`src/rtl/qr_pkg.sv`:
```
// Shared types for the finder-pattern frame scheduler.
// Holds the FSM encoding, requester tags and the round-robin pick rule.
package qr_pkg;

    localparam int ADDR_W = 20;

    typedef enum logic [2:0] {
        IDLE,
        LAUNCH,
        RUN,
        DRAIN,
        REPORT
    } sched_state_t;

    typedef enum logic {
        REQ_H,
        REQ_V
    } req_id_t;

    typedef struct packed {
        logic    valid;
        req_id_t id;
    } rd_tag_t;

    // Winner among active requesters; on a tie the side not granted last wins.
    function automatic req_id_t rr_pick(
        input logic    h_req,
        input logic    v_req,
        input req_id_t last
    );
        if (h_req && v_req) begin
            return (last == REQ_H) ? REQ_V : REQ_H;
        end
        return h_req ? REQ_H : REQ_V;
    endfunction

endpackage

```
`src/rtl/rr_read_arbiter.sv`:
```
// Round-robin share of the 1-bit frame-buffer read port between two engines.
// Tags each accepted read so the returned pixel reaches the side that asked.
module rr_read_arbiter
    import qr_pkg::*;
#(
    parameter int READ_LATENCY = 2
) (
    input  logic              clk_in,
    input  logic              rst_in,
    input  logic              enable,
    input  logic              h_req,
    input  logic [ADDR_W-1:0] h_addr,
    input  logic              v_req,
    input  logic [ADDR_W-1:0] v_addr,
    output logic              h_gnt,
    output logic              v_gnt,
    output logic [ADDR_W-1:0] mem_addr,
    output logic              h_rvalid,
    output logic              v_rvalid,
    output logic              pending
);

    req_id_t                     last_q;
    req_id_t                     pick;
    logic                        grant_any;
    rd_tag_t [READ_LATENCY-1:0]  pipe_q;

    assign pick      = rr_pick(h_req, v_req, last_q);
    assign grant_any = enable & (h_req | v_req);
    assign h_gnt     = grant_any & (pick == REQ_H);
    assign v_gnt     = grant_any & (pick == REQ_V);

    always_comb begin
        mem_addr = '0;
        if (h_gnt) begin
            mem_addr = h_addr;
        end else if (v_gnt) begin
            mem_addr = v_addr;
        end
    end

    always_ff @(posedge clk_in or posedge rst_in) begin
        if (rst_in) begin
            last_q <= REQ_H;
            pipe_q <= '0;
        end else begin
            if (grant_any) begin
                last_q <= pick;
            end
            pipe_q[0] <= '{valid: grant_any, id: pick};
            for (int i = 1; i < READ_LATENCY; i++) begin
                pipe_q[i] <= pipe_q[i-1];
            end
        end
    end

    assign h_rvalid = pipe_q[READ_LATENCY-1].valid &
                      (pipe_q[READ_LATENCY-1].id == REQ_H);
    assign v_rvalid = pipe_q[READ_LATENCY-1].valid &
                      (pipe_q[READ_LATENCY-1].id == REQ_V);

    // The output stage is being returned this cycle, so it no longer counts.
    always_comb begin
        pending = 1'b0;
        for (int i = 0; i < READ_LATENCY - 1; i++) begin
            pending = pending | pipe_q[i].valid;
        end
    end

endmodule

```
`src/rtl/qr_scan_scheduler.sv`:
```
// Frame sequencer for finder-pattern detection: launches both ratio engines,
// arbitrates their reads, then latches their line encodings on completion.
module qr_scan_scheduler
    import qr_pkg::*;
#(
    parameter int WIDTH          = 480,
    parameter int HEIGHT         = 480,
    parameter int READ_LATENCY   = 2,
    parameter int TIMEOUT_CYCLES = 1048576
) (
    input  logic              clk_in,
    input  logic              rst_in,
    input  logic              start_in,
    output logic              busy_out,
    output logic              done_out,
    output logic              error_out,
    output logic              h_start_out,
    output logic              v_start_out,
    input  logic              h_req_in,
    input  logic              v_req_in,
    input  logic [ADDR_W-1:0] h_addr_in,
    input  logic [ADDR_W-1:0] v_addr_in,
    output logic              h_gnt_out,
    output logic              v_gnt_out,
    output logic              h_data_out,
    output logic              v_data_out,
    output logic              h_rvalid_out,
    output logic              v_rvalid_out,
    input  logic              h_done_in,
    input  logic              v_done_in,
    input  logic [HEIGHT-1:0] h_enc_in,
    input  logic [WIDTH-1:0]  v_enc_in,
    output logic [ADDR_W-1:0] mem_addr_out,
    input  logic              mem_data_in,
    output logic [HEIGHT-1:0] h_rows_out,
    output logic [WIDTH-1:0]  v_cols_out
);

    localparam int CNT_W = $clog2(TIMEOUT_CYCLES + 1);
    localparam logic [CNT_W-1:0] CNT_LAST = CNT_W'(TIMEOUT_CYCLES - 1);

    sched_state_t     state_q;
    logic [CNT_W-1:0] cnt_q;
    logic             h_seen_q;
    logic             v_seen_q;
    logic             err_q;
    logic             h_seen_d;
    logic             v_seen_d;
    logic             run_en;
    logic             pend;

    assign run_en   = (state_q == RUN);
    assign h_seen_d = h_seen_q | h_done_in;
    assign v_seen_d = v_seen_q | v_done_in;

    assign h_data_out = mem_data_in;
    assign v_data_out = mem_data_in;

    rr_read_arbiter #(
        .READ_LATENCY(READ_LATENCY)
    ) u_arb (
        .clk_in  (clk_in),
        .rst_in  (rst_in),
        .enable  (run_en),
        .h_req   (h_req_in),
        .h_addr  (h_addr_in),
        .v_req   (v_req_in),
        .v_addr  (v_addr_in),
        .h_gnt   (h_gnt_out),
        .v_gnt   (v_gnt_out),
        .mem_addr(mem_addr_out),
        .h_rvalid(h_rvalid_out),
        .v_rvalid(v_rvalid_out),
        .pending (pend)
    );

    always_ff @(posedge clk_in or posedge rst_in) begin
        if (rst_in) begin
            state_q     <= IDLE;
            cnt_q       <= '0;
            h_seen_q    <= 1'b0;
            v_seen_q    <= 1'b0;
            err_q       <= 1'b0;
            busy_out    <= 1'b0;
            done_out    <= 1'b0;
            error_out   <= 1'b0;
            h_start_out <= 1'b0;
            v_start_out <= 1'b0;
            h_rows_out  <= '0;
            v_cols_out  <= '0;
        end else begin
            h_start_out <= 1'b0;
            v_start_out <= 1'b0;
            done_out    <= 1'b0;
            error_out   <= 1'b0;
            unique case (state_q)
                IDLE: begin
                    if (start_in) begin
                        state_q     <= LAUNCH;
                        busy_out    <= 1'b1;
                        h_start_out <= 1'b1;
                        v_start_out <= 1'b1;
                    end
                end
                LAUNCH: begin
                    h_seen_q <= 1'b0;
                    v_seen_q <= 1'b0;
                    cnt_q    <= '0;
                    err_q    <= 1'b0;
                    state_q  <= RUN;
                end
                RUN: begin
                    h_seen_q <= h_seen_d;
                    v_seen_q <= v_seen_d;
                    cnt_q    <= cnt_q + CNT_W'(1);
                    // Both engines finishing wins over a simultaneous timeout.
                    if (h_seen_d && v_seen_d) begin
                        state_q <= DRAIN;
                    end else if (cnt_q == CNT_LAST) begin
                        state_q <= DRAIN;
                        err_q   <= 1'b1;
                    end
                end
                DRAIN: begin
                    if (!pend) begin
                        state_q    <= REPORT;
                        h_rows_out <= h_enc_in;
                        v_cols_out <= v_enc_in;
                        done_out   <= 1'b1;
                        error_out  <= err_q;
                        busy_out   <= 1'b0;
                    end
                end
                REPORT: begin
                    state_q <= IDLE;
                end
                default: begin
                    state_q <= IDLE;
                end
            endcase
        end
    end

endmodule

```
`config.mk`:
```
export PLATFORM = sky130hd
export DESIGN_NAME = qr_scan_scheduler
export DESIGN_NICKNAME = d
export VERILOG_FILES = /design/src/rtl/qr_pkg.sv /design/src/rtl/rr_read_arbiter.sv /design/src/rtl/qr_scan_scheduler.sv
export SDC_FILE = /design/constraint.sdc
export NUM_CORES = 2
export LEC_CHECK = 0
export ABC_AREA = 1
export BUFFER_PORTS_ARGS = -buffer_cell sky130_fd_sc_hd__buf_4
export CAP_MARGIN = 10
export CELL_PAD_IN_SITES_DETAIL_PLACEMENT = 0
export CELL_PAD_IN_SITES_GLOBAL_PLACEMENT = 1
export CORE_AREA = 5 5 778 780
export CTS_BUF_LIST = sky130_fd_sc_hd__clkbuf_4 sky130_fd_sc_hd__clkbuf_8
export CTS_CLUSTER_DIAMETER = 100
export CTS_CLUSTER_SIZE = 16
export DETAILED_ROUTE_END_ITERATION = 8
export DIE_AREA = 0 0 783 785
export PLACE_DENSITY = 0.3
export SYNTH_ARGS = -nofsm -noshare
export SYNTH_HDL_FRONTEND = slang
export SYNTH_HIERARCHICAL = 1
export SYNTH_SLANG_ARGS = --single-unit
```
`constraint.sdc`:
```
create_clock -name clk_in -period 31.2 [get_ports clk_in]
set_clock_uncertainty 0.2 [all_clocks]
set_input_delay 3.12 -clock clk_in [delete_from_list [all_inputs] [get_ports clk_in]]
set_output_delay 3.12 -clock clk_in [all_outputs]
set_load 0.01 [all_outputs]
```
==> results.sh <==
export IMPL_die_x_um=783
export IMPL_antenna_found_initial=112
export IMPL_power_switching_uw=3250
export IMPL_antenna_left=0
export IMPL_worstSetupEndpointType="primary output"
export IMPL_cts_resized=0
export IMPL_outcome="finished clean"
export IMPL_ir_worst_vdd_mv=0.0391
export IMPL_crit_chain="buf_4 -> nand2_1 -> nand2_2 -> nand3_1 -> nand2_1 -> buf_4"
export IMPL_cap_violations=0
export IMPL_clock_sinks=996
export IMPL_slowest_delay_ns=0.59
export IMPL_initial_core_util=0.0642
export IMPL_row_count=284
export IMPL_seq_area_frac_synth=0.650
export IMPL_max_freq_mhz=122
export IMPL_finalNetCount=7317
export IMPL_hold_slack_ns=0.157
export IMPL_first_global_vias=39300
export IMPL_relSlewSlack=0.0414
export IMPL_dr_max_layer_used="met5"
export IMPL_routed_wl_um=329000
export IMPL_via_per_inst=2.64
export IMPL_cp_data_required_time_ns=27.88
export IMPL_wl_met3_um=26500
export IMPL_area_delta_synth_final_pct=68.6
export IMPL_cts_root_buffer="clkbuf_8"
export IMPL_vias=37700
export IMPL_final_core_util=0.108
export IMPL_slowest_stage="nand2_2"
export IMPL_stdcell_area_um2=64700
export IMPL_syn_cell_area_um2=38400
export IMPL_finalSetupViolCount=0
export IMPL_swShare=0.479
export IMPL_p_comb_frac=0.500
export IMPL_min_to="u_arb/pipe_q[2]$_DFF_PP0_"
export IMPL_post_route_min_period_ns=8.19
export IMPL_first_iter_violations=2285
export IMPL_arrival_ns=4.87
export IMPL_ff2ff_setup_slack_ns=25.74
export IMPL_die_area_um2=615000
export IMPL_leakage_uw=0.0322
export IMPL_crit_buf_inv=2
export IMPL_postSynthCellCount=4383
export IMPL_hold_viol=0
export IMPL_postPlaceCellArea_um2=62300
export IMPL_cp_max_fo=23
export IMPL_p_clk_frac=0.153
export IMPL_clkTransAtPathRegs_ns=0.10
export IMPL_rsz0062_at_grt="no"
export IMPL_synth_seq_cells=996
export IMPL_p_int_uw=3530
export IMPL_ys_types=28
export IMPL_start_kind="primary input"
export IMPL_setup_tns_ns=0
export IMPL_reg2reg_depth=10
export IMPL_die_y_um=785
export IMPL_gp_congestion=0.875
export IMPL_cpLargestDelayFamily="simple AND/OR/NAND/NOR gates"
export IMPL_ys_warn_count=6
export IMPL_cts_tree="done"
export IMPL_grt_pass1_wl_um=421000
export IMPL_critPathKind="primary input to primary output"
export IMPL_postCtsHoldBufs=0
export IMPL_finalCritPeriodShare=0.262
export IMPL_syn_avg_cell_area_um2=8.75
export IMPL_htree_levels=3
export IMPL_worst_pin_slew_ns=1.44
export IMPL_first_pass_iters=5
export IMPL_route_detailed_drc=0
export IMPL_place_detailed_hpwl_um=277000
export IMPL_power_density_nw_per_um2=105
export IMPL_hp_class="register to register"
export IMPL_grt_max_degree=182
export IMPL_cts_setup_buffers=0
export IMPL_coreArea_um2=597000
export IMPL_syn_nets=5392
export IMPL_worstHoldStart="u_arb/pipe_q[0]$_DFF_PP0_"
export IMPL_cts_buffers_inserted=103
export IMPL_final_layout_size_suffix_gt1_frac=0.352
export IMPL_wirelength_met1_um=142000
export IMPL_ios=1999
export IMPL_gr_total_overflow=0
export IMPL_wl_per_cell_um=23.1
export IMPL_clockBufferDepth=4
export IMPL_clock_latency_ns=1.03
export IMPL_numPortBuffers=1995
export IMPL_r2r_start="state_q[1]$_DFFE_PP0P_"
export IMPL_r2r_end="h_rows_out[401]$_DFFE_PP0P_"
export IMPL_pwr_share_seq=0.347
export IMPL_hold_depth=0
export IMPL_slew_viol_final=0
export IMPL_route_met2_wl_um=156000
export IMPL_grt_total_usage=0.102
## cells in the mapped netlist
cell / count / area [um2]
nand2_1: 2976 / 11200
dfrtp_1: 996 / 24900
buf_2: 170 / 851
inv_1: 45 / 169
buf_4: 35 / 263
nor2_1: 35 / 131
nand3_1: 24 / 120
nand4_1: 23 / 144
nand3_2: 19 / 190
o21ai_0: 17 / 85.1
clkbuf_1: 16 / 60.1
buf_6: 5 / 56.3
nand3b_1: 3 / 22.5
a21oi_1: 2 / 10.0
buf_12: 2 / 40.0
nor2_4: 2 / 22.5
nor3_1: 2 / 10.0
a21o_1: 1 / 7.51
a22oi_1: 1 / 7.51
a31oi_1: 1 / 6.26
a32o_1: 1 / 10.0
and2_1: 1 / 6.26
ha_1: 1 / 12.5
inv_2: 1 / 3.75
nand2_2: 1 / 6.26
nor2_2: 1 / 6.26
o211ai_1: 1 / 7.51
o31ai_1: 1 / 7.51
## routing by layer
layer,global-route usage,up-vias
met3,0.0357,252
met4,0.0125,56
met2,0.170,1419
met5,0,-
met1,0.129,18900
li1,-,17100
## cell usage in the layout (no fill, tap or decap), types with 2 or more instances in the layout
| cell | n |
|---|---|
| nand3_1 | 24 |
| clkinvlp_4 | 14 |
| nand2_1 | 2976 |
| nand3_2 | 19 |
| diode_2 | 23 |
| buf_12 | 3 |
| nor2_1 | 35 |
| nor3_1 | 2 |
| buf_4 | 2045 |
| a21oi_1 | 2 |
| inv_8 | 9 |
| inv_6 | 14 |
| inv_1 | 44 |
| nor2_4 | 2 |
| o21ai_0 | 17 |
| clkbuf_8 | 109 |
| clkinv_4 | 4 |
| bufinv_16 | 6 |
| clkinv_2 | 5 |
| dfrtp_1 | 996 |
| nand3b_1 | 3 |
| clkbuf_4 | 5 |
| nand4_1 | 23 |
| clkinv_8 | 10 |
## flip-flops by register name, indices dropped and copies added, names as in the netlist, 3 cells and up
name / cells
v_cols_out: 480
u_arb/pipe_q: 3
h_rows_out: 480
state_q: 3
cnt_q: 21
## area by class of cell
type	instances	area, um2
Clock buffer	114	1540
Multi-Input combinational cell	3113	12000
Antenna cell	23	57.6
Timing Repair Buffer	2048	15400
Tap cell	7865	9840
Fill cell	69400	532000
Sequential cell	996	24900
Inverter	46	184
Clock inverter	61	729
## stage by stage
step / total power [uW] / worst slack (ns) / cells
CTS: 7070 / 23.00 / 14200
global placement: 5960 / 22.82 / 14100
finish: 6770 / 23.01 / 14300
detailed placement: 5950 / 22.75 / 14100
floorplan: 3550 / 14.23 / 4383
global route: 7300 / 22.84 / 14200
## power by group through the flow
stage | logic (uW) | clock network (uW) | registers, uW
final | 3390 | 1040 | 2350
after global routing | 3720 | 1160 | 2430
after CTS | 3590 | 1120 | 2360
after detailed placement | 3580 | 0 | 2370
after global placement | 3580 | 0 | 2380
after floorplan | 999 | 0 | 2550
## cell families (layout without fill, tap and decap cells)
kind of cell | after synthesis | after routing | synth area share
buffers and inverters | 274 | 2269 | 0.0376
flip-flops | 996 | 996 | 0.650
adder cells (fa/ha/maj) | 1 | 1 | 0.000326
other | 0 | 23 | 0
AND/OR/NAND/NOR | 3087 | 3087 | 0.308
AO/OA/AOI/OAI | 25 | 25 | 0.00369
## worst max path at each step
stage,start,end,slack [ns],cells past startpoint
4_1_cts,v_req_in,mem_addr_out[19],23.00,6
6_report,v_req_in,mem_addr_out[19],23.01,6
3_5_place_dp,rst_in,h_rows_out[212]$_DFFE_PP0P_,22.75,9
2_1_floorplan,rst_in,busy_out$_DFFE_PP0P_,14.23,1
3_3_place_gp,rst_in,h_rows_out[206]$_DFFE_PP0P_,22.82,9
5_1_grt,v_req_in,h_gnt_out,22.84,5
Power figures use the tool's default switching activity.
